File: src/rtl/parking_gate_controller.sv
// Two-class car-park occupancy controller with an entry-gate handshake FSM,
// an hour-based general/uni capacity split and a slot reservation during GRANT.
module parking_gate_controller #(
    parameter int TOTAL_CAP    = 700,
    parameter int CNT_W        = 10,
    parameter int OFFPEAK_FREE = 500,
    parameter int PEAK_FREE    = 200,
    parameter int PEAK_START   = 8,
    parameter int PEAK_END     = 13,
    parameter int RAMP_END     = 16,
    parameter int RAMP_STEP    = 50,
    parameter int GATE_TIMEOUT = 16,
    parameter int TO_W         = 5
) (
    input  logic             clk,
    input  logic             reset,
    input  logic [4:0]       current_hour,
    input  logic             entry_req,
    input  logic             entry_is_uni,
    input  logic             entry_passed,
    input  logic             exit_event,
    input  logic             exit_is_uni,
    output logic             entry_grant,
    output logic             entry_deny,
    output logic             entry_timeout,
    output logic [CNT_W-1:0] parked_car,
    output logic [CNT_W-1:0] uni_parked_car,
    output logic [CNT_W-1:0] vacated_space,
    output logic [CNT_W-1:0] uni_vacated_space,
    output logic             is_vacated_space,
    output logic             uni_is_vacated_space,
    output logic             over_capacity,
    output logic             exit_underflow
);

    typedef enum logic [1:0] {IDLE, GRANT, RELEASE} state_t;

    state_t           state_q, state_d;
    logic [CNT_W-1:0] free_cap_q, free_cap_d;
    logic [CNT_W-1:0] gen_cnt_q, gen_cnt_d;
    logic [CNT_W-1:0] uni_cnt_q, uni_cnt_d;
    logic [TO_W-1:0]  to_cnt_q, to_cnt_d;
    logic             pend_uni_q, pend_uni_d;
    logic             deny_q, deny_d;
    logic             underflow_q, underflow_d;

    logic [CNT_W-1:0] uni_cap;
    logic             pend;
    logic             commit_gen, commit_uni, timeout;
    logic             exit_gen, exit_uni;
    logic             has_space;
    int               hr;

    // Free spaces at CNT_W+1 bits so an over-full class clamps to zero instead of wrapping.
    function automatic logic [CNT_W-1:0] sat_free(input logic [CNT_W-1:0] cap,
                                                  input logic [CNT_W-1:0] used,
                                                  input logic             rsv);
        logic [CNT_W:0] diff;
        diff = {1'b0, cap} - {1'b0, used} - {{CNT_W{1'b0}}, rsv};
        return diff[CNT_W] ? '0 : diff[CNT_W-1:0];
    endfunction

    assign hr = 32'(current_hour);

    always_comb begin
        free_cap_d = CNT_W'(OFFPEAK_FREE);
        if (hr >= PEAK_START && hr < PEAK_END) begin
            free_cap_d = CNT_W'(PEAK_FREE);
        end else if (hr >= PEAK_END && hr < RAMP_END) begin
            free_cap_d = CNT_W'(PEAK_FREE + (hr - PEAK_END + 1) * RAMP_STEP);
        end
    end

    assign uni_cap           = CNT_W'(TOTAL_CAP) - free_cap_q;
    assign pend              = (state_q == GRANT);
    assign vacated_space     = sat_free(free_cap_q, gen_cnt_q, pend & ~pend_uni_q);
    assign uni_vacated_space = sat_free(uni_cap, uni_cnt_q, pend & pend_uni_q);
    assign has_space         = entry_is_uni ? (uni_vacated_space != '0) : (vacated_space != '0);

    always_comb begin
        state_d    = state_q;
        to_cnt_d   = to_cnt_q;
        pend_uni_d = pend_uni_q;
        deny_d     = 1'b0;
        commit_gen = 1'b0;
        commit_uni = 1'b0;
        timeout    = 1'b0;
        case (state_q)
            IDLE: begin
                if (entry_req) begin
                    pend_uni_d = entry_is_uni;
                    if (has_space) begin
                        state_d  = GRANT;
                        to_cnt_d = '0;
                    end else begin
                        deny_d  = 1'b1;
                        state_d = RELEASE;
                    end
                end
            end
            GRANT: begin
                to_cnt_d = to_cnt_q + 1'b1;
                // A pass on the last grant cycle still counts as a pass.
                if (entry_passed) begin
                    commit_gen = ~pend_uni_q;
                    commit_uni = pend_uni_q;
                    state_d    = RELEASE;
                end else if (to_cnt_q == TO_W'(GATE_TIMEOUT - 1)) begin
                    timeout = 1'b1;
                    state_d = RELEASE;
                end
            end
            RELEASE: begin
                if (!entry_req) state_d = IDLE;
            end
            default: state_d = IDLE;
        endcase
    end

    assign exit_gen = exit_event & ~exit_is_uni;
    assign exit_uni = exit_event & exit_is_uni;

    always_comb begin
        gen_cnt_d   = gen_cnt_q;
        uni_cnt_d   = uni_cnt_q;
        underflow_d = underflow_q;
        if (commit_gen && !exit_gen) begin
            gen_cnt_d = gen_cnt_q + 1'b1;
        end else if (exit_gen && !commit_gen) begin
            if (gen_cnt_q != '0) gen_cnt_d = gen_cnt_q - 1'b1;
            else                 underflow_d = 1'b1;
        end
        if (commit_uni && !exit_uni) begin
            uni_cnt_d = uni_cnt_q + 1'b1;
        end else if (exit_uni && !commit_uni) begin
            if (uni_cnt_q != '0) uni_cnt_d = uni_cnt_q - 1'b1;
            else                 underflow_d = 1'b1;
        end
    end

    always_ff @(posedge clk or posedge reset) begin
        if (reset) begin
            state_q     <= IDLE;
            free_cap_q  <= CNT_W'(OFFPEAK_FREE);
            gen_cnt_q   <= '0;
            uni_cnt_q   <= '0;
            to_cnt_q    <= '0;
            pend_uni_q  <= 1'b0;
            deny_q      <= 1'b0;
            underflow_q <= 1'b0;
        end else begin
            state_q     <= state_d;
            free_cap_q  <= free_cap_d;
            gen_cnt_q   <= gen_cnt_d;
            uni_cnt_q   <= uni_cnt_d;
            to_cnt_q    <= to_cnt_d;
            pend_uni_q  <= pend_uni_d;
            deny_q      <= deny_d;
            underflow_q <= underflow_d;
        end
    end

    assign entry_grant          = (state_q == GRANT);
    assign entry_deny           = deny_q;
    assign entry_timeout        = timeout;
    assign parked_car           = gen_cnt_q;
    assign uni_parked_car       = uni_cnt_q;
    assign is_vacated_space     = (vacated_space != '0);
    assign uni_is_vacated_space = (uni_vacated_space != '0);
    assign over_capacity        = (gen_cnt_q > free_cap_q) | (uni_cnt_q > uni_cap);
    assign exit_underflow       = underflow_q;

endmodule

File: config.mk
export PLATFORM = sky130hd
export DESIGN_NAME = parking_gate_controller
export DESIGN_NICKNAME = d
export VERILOG_FILES = /design/src/rtl/parking_gate_controller.sv
export SDC_FILE = /design/constraint.sdc
export NUM_CORES = 1
export LEC_CHECK = 0
export ABC_CLOCK_PERIOD_IN_PS = 5400
export BUFFER_PORTS_ARGS = -buffer_cell sky130_fd_sc_hd__buf_2
export CORE_AREA = 3 3 105 107
export DETAILED_ROUTE_END_ITERATION = 16
export DIE_AREA = 0 0 108 110
export GPL_TIMING_DRIVEN = 1
export PLACE_DENSITY = 0.72
export RECOVER_POWER = 25
export SKIP_CTS_REPAIR_TIMING = 1
export SYNTH_ARGS = -nofsm -noshare
export SYNTH_HDL_FRONTEND = slang
export SYNTH_SLANG_ARGS = --single-unit
File: constraint.sdc
create_clock -name clk -period 5.4 [get_ports clk]
set_input_delay 0.81 -clock clk [delete_from_list [all_inputs] [get_ports clk]]
set_output_delay 0.81 -clock clk [all_outputs]
set_load 0.005 [all_outputs]
### Word-level counts from Yosys, hierarchy flattened

Cells that the tools add are included.

| word-level totals | value |
|---|---|
| register bits after elaboration | 40 |
| bits of input ports | 12 |
| output and inout bits | 47 |
| word-level logic and storage cells | 103 |

| operators by class | value |
|---|---|
| add/subtract/negate cells | 13 |
| multipliers | 1 |
| $lt $le $gt $ge | 6 |
| eq/ne operators | 7 |
| mux-type cells | 36 |
| bitwise gates (word level) | 7 |
| reduce and logical (&&, ||, !) cells | 25 |

Operator list:

| kind | number |
|---|---|
| 2-to-1 mux 10 bit | 10 |
| nonzero test 10 bit | 4 |
| subtractor 10 x 10 -> 11 bit | 2 |
| subtractor 11 x 1 -> 11 bit | 2 |
| adder 10 x 1 -> 10 bit (second input constant) | 2 |
| > comparator 10 bit | 2 |
| subtractor 10 x 1 -> 10 bit (second input constant) | 2 |
| 2-to-1 mux 1 bit | 17 |
| adder 9 x 10 -> 10 bit (first input constant) | 1 |
| >= comparator 5 x 4 -> 1 bit (second input constant) | 2 |
| 2-to-1 mux 2 bit | 5 |
| 2-to-1 mux 5 bit | 2 |
| one-hot mux 5 bit (2 select lines) | 1 |
| nonzero test 2 bit | 5 |
| subtractor 10 bit (first input constant) | 1 |
| multiplier 7 x 6 -> 9 bit (second input constant) | 1 |
| adder 6 x 2 -> 7 bit (second input constant) | 1 |
| logical AND 1 bit | 6 |
| != test 2 bit (second input constant) | 3 |
| one-hot mux 2 bit (3 select lines) | 1 |
| AND reduction 2 bit | 3 |
| AND reduction 3 bit | 2 |
| subtractor 5 x 4 -> 6 bit (second input constant) | 1 |
| adder 5 x 1 -> 5 bit (second input constant) | 1 |
| other kinds (11) | 18 |

### Logic depth before layout (Yosys ltp)

Gate-level depths: netlist (run 1).

| depth | value |
|---|---|
| depth after elaboration | 10 |
| mapped depth | 22 |
| gate-level depth less buffers | 20 |

### Least setup slack after synthesis (run 1)

OpenSTA, ideal clock, no wires.

| timing | value |
|---|---|
| kind | input port to flip-flop |
| start point | input port current_hour[0] |
| end point | register free_cap_q[9] |
| library setup time | 0.120 ns |
| data arrival time | 4.615 ns |
| required time | 5.280 ns |
| slack | 0.665 ns |
| stages | 20 |
| buffers on the path | 2 |
| path through | buf_2 -> inv_1 -> ha_1 -> clkbuf_1 -> nor2b_1 -> xnor2_1 -> o21ai_0 -> o41ai_1 -> xor2_1 -> ha_1 -> inv_1 -> fa_1 -> inv_1 -> ha_1 -> fa_1 -> a311oi_1 -> nor2_1 -> xnor2_1 -> xnor2_1 -> and3_1 |

| on the way | value |
|---|---|
| longest elaborated chain between the ends | 6 |
| elaborated cells on any way between the ends | 12 |
| classes of those cells | add/sub (3); mul (1); order compare (4); mux (2); reduce/logical (2) |

RTL lines:

| item | RTL line | source |
|---|---|---|
| start: declaration | 17 | `input logic [4:0] current_hour,` |
| subtractor 5 x 4 -> 6 bit | 70 | `free_cap_d = CNT_W'(PEAK_FREE + (hr - PEAK_END + 1) * RAMP_STEP);` |
| adder 6 x 2 -> 7 bit | 70 |  |
| multiplier 7 x 6 -> 9 bit | 70 |  |
| adder 9 x 10 -> 10 bit | 70 |  |
| 2-to-1 mux 10 bit | 69 | `end else if (hr >= PEAK_END && hr < RAMP_END) begin` |
| 2-to-1 mux 10 bit (*) | 67 | `if (hr >= PEAK_START && hr < PEAK_END) begin` |
| named net free_cap_d[9] | 39 | `logic [CNT_W-1:0] free_cap_q, free_cap_d;` |
| end signal: assignment | 144 | `free_cap_q <= CNT_W'(OFFPEAK_FREE);` |
| end signal: assignment | 153 | `free_cap_q <= free_cap_d;` |
| end: declaration | 39 |  |

Mark *: on every way through the listed nets, which the timed path passes. The rest lies on a longest branch.
A chain may end at the register's enable or synchronous reset.

### Final worst setup path (run 1)

| timing | value |
|---|---|
| start point | register state_q[0] |
| end point | output port vacated_space[6] |

| on the way | value |
|---|---|
| longest elaborated chain between the ends | 4 |

RTL lines:

| item | RTL line | source |
|---|---|---|
| start: declaration | 38 | `state_t state_q, state_d;` |
| start signal: assignment | 152 | `state_q <= state_d;` |
| equality test 2 x 1 -> 1 bit | 75 | `assign pend = (state_q == GRANT);` |
| bitwise AND 1 bit | 76 | `assign vacated_space = sat_free(free_cap_q, gen_cnt_q, pend & ~pend_uni_q);` |
| subtractor 11 x 1 -> 11 bit | 59 | `diff = {1'b0, cap} - {1'b0, used} - {{CNT_W{1'b0}}, rsv};` |
| 2-to-1 mux 10 bit | 60 | `return diff[CNT_W] ? '0 : diff[CNT_W-1:0];` |
| end: declaration | 28 | `output logic [CNT_W-1:0] vacated_space,` |

Every way passes these cells.

==> results.md, run 1 <==
* Status: complete, but fails checks
* Failing checks: capacitance limit, slew limit
* Most used cells in the layout excluding fill and tap cells: ha_1 (77), inv_1 (63), buf_2 (58), nand2_1 (49), xnor2_1 (41)
* Setup TNS at 0 ns
* Ys flop type: dfrtp_1
* Area growth syn-to-layout at 10.6%
* Max-Cap Viols at 1
* Register area share after synthesis at 0.194
* Full die area at 11900 um^2
* Dpl hpwl at 9.43 mm
* Drt first pass iters at 4
* Final Hold Vio Count at 0
* Seq cells post-synth at 39
* Worst Tran Pin Value at 2.15 ns
* Max Fclk at 0.203 GHz
* Fillcell total at 944
* Slew Viols, Final at 40
* Chip Height at 110 um
* Floorplan row count at 37
* Final Skew at 0.00782 ns
* Clock Tree Root: clkbuf_8
* Final setup fails at 0
* Avg Cell Area, Syn at 8.45 um^2
* Yosys warns at 0
* Utilization after layout at 0.549
* Final non-filler cell total at 792
* Net Count, Synth at 703
* Worst-Skew Late Latency at 0.29 ns
* Placed cell count at 784
* 1st-iter DRT viols at 258
* Share of layout cells above drive strength 1 at 0.140
* Asr flop ratio synth at 1.00
* WS Path Type: flop to primary output
* Peak supply drop at 0.000374 V
* Routability cong. at 0.875
* Clock sinks at 39
* Syn Inst Count at 601
* DRC violations left at 0
* Ports at 59
* Starting density of the core at 0.497
* Routed Antenna Nets at 0
* Critical Path RT at 4.59 ns
* RSZ-0062 raised after global routing: no
* First-pass GRT wire length at 19.3 mm
* Initial antenna violation count at 0
* Worst-path fanout max at 10
* Fin crit period at 4.93 ns
* Nets at 757
* Port Buffers at 58
* Diode count at 0
* Number of enable flip-flop cells after synthesis at 0
* Synth cell types at 71
* Fin crit share at 0.914
* CP endpoint kind: primary output
* Clk buf depth at 2
* CP Cell Sequence: nor2b_1, nand2b_1, ha_1, inv_1, ha_1, or2_2, fa_1, nand2b_1, a2111oi_4, o311ai_1, mux2i_2, nand2_1, a21oi_1, buf_2
* CP Data Arrival Time at 4.12 ns
* Core region area at 10200 um^2
* GR Util All Layers at 0.198
* TritonCTS buffer count at 5
* Commonest non-fill, non-tap cell in the layout: ha_1
* Hold Crit Class: flop to flop
* Critical path's largest stage delay at 0.49 ns
* Mean number of vias per cell at 5.53
* Routed vias at 4379
* CTS tree: yes
* Startpoint Class: flop
* Crit path max-delay cell type: dfrtp_1
* Worst-path clk slew at 0.08 ns
* H-tree depth at 2
* Final wirelength at 11.5 mm
* Slew HR at -0.430
* Die X at 108 um
* Gr ovfl total at 0
* Vias in the first global route at 4130
* Leakage Power at 0.00266 uW
* Wirelength per Cell at 14.5 um
* Pin count of the biggest net entering global routing at 40
* Post-Synthesis Cell Area at 5080 um^2
* PD cells at 672 nW/um^2
-- worst max-delay path: cells and delay by family (launching register included) --
family / cells / cell delay [ns]
mux: 1 / 0.35
compound gates: 3 / 0.81
simple gates: 5 / 1.11
fa+ha+maj: 3 / 0.90
buf+inv: 2 / 0.18
flops: 1 / 0.49
-- layer usage --
metal / up-vias / share of wire / wire length (um) / global-route usage
met2: 73 / 0.49 / 5660 / 0.341
li1: 2222 / - / - / -
met5: - / 0 / 0 / 0
met4: 0 / 0.0092 / 106 / 0.0541
met1: 2078 / 0.46 / 5300 / 0.267
met3: 6 / 0.037 / 422 / 0.0169
-- cells in the mapped netlist, drive strengths merged (5+ instances only) --
library cell,count,share of area
o21bai,6,0.0089
a21o,13,0.019
inv,65,0.048
a21oi,22,0.022
dfrtp,33,0.16
xor2,16,0.028
fa,13,0.051
nor2,35,0.026
dfstp,6,0.031
nor3,16,0.016
a31oi,10,0.012
o21ai,40,0.039
nor2b,13,0.016
xnor2,41,0.071
or2,6,0.0074
nor4,9,0.011
nand2,49,0.036
and3,14,0.017
nand3,9,0.0089
a2111oi,5,0.017
ha,77,0.19
clkbuf,12,0.0089
nand2b,12,0.015
a211oi,6,0.0089
-- metrics by stage --
| stage | total power (uW) | hold WS [ns] | area (um^2) | setup WS [ns] |
|---|---|---|---|---|
| after floorplan | 2700 | 0.472 | 5080 | 0.665 |
| after global placement | 3400 | 0.513 | 5510 | 0.616 |
| after detailed placement | 3520 | 0.532 | 5510 | 0.434 |
| after CTS | 3780 | 0.556 | 5620 | 0.319 |
| after global routing | 4180 | 0.573 | 5620 | 0.109 |
| final | 3780 | 0.544 | 5620 | 0.467 |
-- layout make-up --
cell class / count / area [um^2] / area share
flip-flops and latches: 39 / 983 / 0.175
well taps: 136 / 170 / 0.0303
inverters: 67 / 251 / 0.0448
repair buffers: 60 / 302 / 0.0537
multi-input cells: 482 / 3800 / 0.676
clock buffers: 5 / 68.8 / 0.0122
clock inverters: 3 / 43.8 / 0.00779
-- worst paths after layout --
path	start	end	slack, ns	depth (start not counted)
worst min register to register	exit_underflow	exit_underflow	0.54	1
worst max register to register	state_q[0]	state_q[0]	1.10	14
max in group asynchronous	reset	parked_car[6]	2.89	3
worst max-delay path	state_q[0]	vacated_space[6]	0.47	14
worst min-delay path	exit_underflow	exit_underflow	0.54	1
min in group asynchronous	reset	to_cnt_q[4]	1.28	3
-- where the power goes --
group | internal, uW | total (uW) | switching [uW]
Clock | 138 | 249 | 111
Sequential | 400 | 597 | 197
Combinational | 1350 | 2930 | 1590
-- flip-flops by register name, summed over array words and instances, names as in the netlist --
name,flops
uni_parked_car,10
free_cap_q,9
state_q,2
pend_uni_q,1
to_cnt_q,5
parked_car,10
entry_deny,1
exit_underflow,1
-- cells by family after synthesis --
| logic type | Yosys count | share of synthesized area |
|---|---|---|
| xor+xnor | 58 | 0.103 |
| flops | 39 | 0.194 |
| buf+inv | 80 | 0.0593 |
| compound gates | 142 | 0.201 |
| fa+ha+maj | 92 | 0.245 |
| mux | 7 | 0.0145 |
| simple gates | 183 | 0.184 |
Power figures use the tool's default switching activity.
==> run 2: changes to the inputs <==
--- a/config.mk
+++ b/config.mk
@@ -5,7 +5,7 @@
 export SDC_FILE = /design/constraint.sdc
 export NUM_CORES = 1
 export LEC_CHECK = 0
-export ABC_CLOCK_PERIOD_IN_PS = 5400
+export ABC_CLOCK_PERIOD_IN_PS = 5000
 export BUFFER_PORTS_ARGS = -buffer_cell sky130_fd_sc_hd__buf_2
 export CORE_AREA = 3 3 105 107
 export DETAILED_ROUTE_END_ITERATION = 16
==> constraint.sdc (replaced) <==
create_clock -name clk -period 5 [get_ports clk]
set_input_delay 0.75 -clock clk [delete_from_list [all_inputs] [get_ports clk]]
set_output_delay 0.75 -clock clk [all_outputs]
set_load 0.005 [all_outputs]
==> results.md, run 2 (same netlist as run 1, synthesis figures left out) <==
* Status: complete, but fails checks
* Failing checks: capacitance limit, slew limit
* CTS tree: yes
* CP Data Arrival Time at 3.97 ns (-0.15 ns)
* Final Hold Vio Count at 0 (unchanged)
* Slew HR at -0.419 (+0.0111)
* Final wirelength at 11.6 mm (+0.76%)
* Critical Path RT at 4.25 ns (-0.34 ns)
* Leakage Power at 0.00266 uW (-0.14%)
* Final instance area at 5600 um^2 (-0.29%)
* Ports at 59 (unchanged)
* Vias in the first global route at 4165 (+0.85%)
* 1st-iter DRT viols at 258 (unchanged)
* Family with the most delay on the worst path: compound AO/OA/AOI/OAI gates
* Buf+Inv Stages, Crit Path at 2 (unchanged)
* Port Buffers at 58 (unchanged)
* CP endpoint kind: primary output
* Most used cells in the layout excluding fill and tap cells: ha_1 (77), inv_1 (63), buf_2 (58), nand2_1 (49), xnor2_1 (41)
* Chip Height at 110 um (unchanged)
* Die X at 108 um (unchanged)
* Peak supply drop at 0.000359 V (-4.0%)
* Clk buf depth at 2 (unchanged)
* Worst-path fanout max at 10 (unchanged)
* Clock sinks at 39 (unchanged)
* Worst path most repeated cell: ha_1
* Routed vias at 4421 (+0.96%)
* WS Path Type: flop to primary output
* H-tree depth at 2 (unchanged)
* Full die area at 11900 um^2 (unchanged)
* Crit path max-delay cell type: a2111o_1
* Area growth syn-to-layout at 10.3%
* Pin count of the biggest net entering global routing at 40 (unchanged)
* Drt first pass iters at 7 (+3)
* RSZ-0062 raised after global routing: no
* Final Skew at 0.0105 ns (+0.00270 ns)
* Floorplan row count at 37 (unchanged)
* FF/Latch Area at 985 um^2 (+0.13%)
* Placed Area at 5520 um^2 (+0.27%)
* Share of layout cells above drive strength 1 at 0.141 (+0.00109)
* Routability cong. at 0.875 (about the same)
* Worst-path clk slew at 0.08 ns (about the same)
* Final setup fails at 0 (unchanged)
* Mean number of vias per cell at 5.57 (+0.70%)
* Slew Viols, Final at 40 (unchanged)
* Fillcell total at 970 (+2.8%)
* Area of the multi-input gates at 3800 um^2 (about the same)
* Worst Tran Pin Value at 2.13 ns (-0.0166 ns)
* Max-Cap Viols at 1 (unchanged)
* Fin crit share at 0.944
* PD cells at 718 nW/um^2 (+6.8%)
* DRC violations left at 0 (unchanged)
* Routed Antenna Nets at 0 (unchanged)
* First-pass GRT wire length at 19.5 mm (+1.1%)
* Core region area at 10200 um^2 (unchanged)
* Fin crit period at 4.72 ns
* Clock Tree Root: clkbuf_8
* Initial antenna violation count at 0 (unchanged)
* Setup TNS at 0 ns (unchanged)
* Wirelength per Cell at 14.6 um (+0.50%)
* Hold Crit Class: flop to flop
* GR Util All Layers at 0.199 (+0.00147)
* Nets at 759 (+0.26%)
* TritonCTS buffer count at 5 (unchanged)
* CP Cell Sequence: nor2b_2, nand2_1, ha_1, inv_1, ha_1, or2_2, fa_1, nand2b_1, a2111o_1, a21o_1, a2111oi_4, a41oi_2, buf_2
* Starting density of the core at 0.497 (unchanged)
* Startpoint Class: flop
* Dpl hpwl at 9.45 mm (+0.24%)
* Critical path's largest stage delay at 0.50 ns (about the same)
* Diode count at 0 (unchanged)
* Max Fclk at 0.212 GHz
* Worst-Skew Late Latency at 0.29 ns (about the same)
* Commonest non-fill, non-tap cell in the layout: ha_1
* Gr ovfl total at 0 (unchanged)
==> run 2: per-layer routing <==
layer | up-vias | wire length [um] | global-route usage
li1 | 2237 | - | -
met1 | 2083 | 5520 | 0.269
met2 | 84 | 5550 | 0.346
met3 | 17 | 348 | 0.0186
met4 | 0 | 154 | 0.0478
met5 | - | 0 | 0
==> run 2: final timing paths <==
kind	endpoint	from	depth (start not counted)	slack (ns)
min in group asynchronous	to_cnt_q[4]	reset	3	1.23
max reg2reg	state_q[0]	state_q[0]	14	0.86
min reg2reg	exit_underflow	exit_underflow	1	0.52
max in group asynchronous	state_q[0]	reset	3	2.41
min	exit_underflow	exit_underflow	1	0.52
max	uni_is_vacated_space	state_q[0]	13	0.28
==> run 2: metrics by stage <==
stage                     instances  worst slack, ns  power (uW)  hold slack (ns)  utilization
final                           794            0.280        4020            0.522        0.548
after global routing            794           0.0153        4470            0.555        0.548
after CTS                       794            0.130        4040            0.536        0.548
after detailed placement        786           0.0600        3810            0.517        0.540
after global placement          786            0.271        3690            0.513        0.540
after floorplan                 601            0.325        2920            0.472            -
==> run 2: area by class of cell <==
cell class              count  share of cell area
well taps                 136              0.0304
clock inverters             1            0.000893
flip-flops and latches     39               0.176
inverters                  67              0.0449
clock buffers               7              0.0136
multi-input cells         482               0.678
repair buffers             62              0.0565
==> run 2: power breakdown <==
part | switching (uW) | leakage (uW) | internal (uW)
clock network | 109 | 0.0000422 | 98.1
logic | 1700 | 0.00214 | 1460
registers | 218 | 0.000479 | 433
==> run 2: worst reg2reg max path: stages, from the launching register on <==
cell and delay [ns]:
dfrtp_2 0.45, nor2b_2 0.24, nand2_1 0.12, ha_1 0.31, inv_1 0.04, ha_1 0.18
or2_2 0.28, fa_1 0.40, nand2b_1 0.19, a2111o_1 0.50, a21o_1 0.22, a2111oi_4 0.40
a41oi_2 0.19, o2bb2ai_2 0.25, a22o_1 0.25
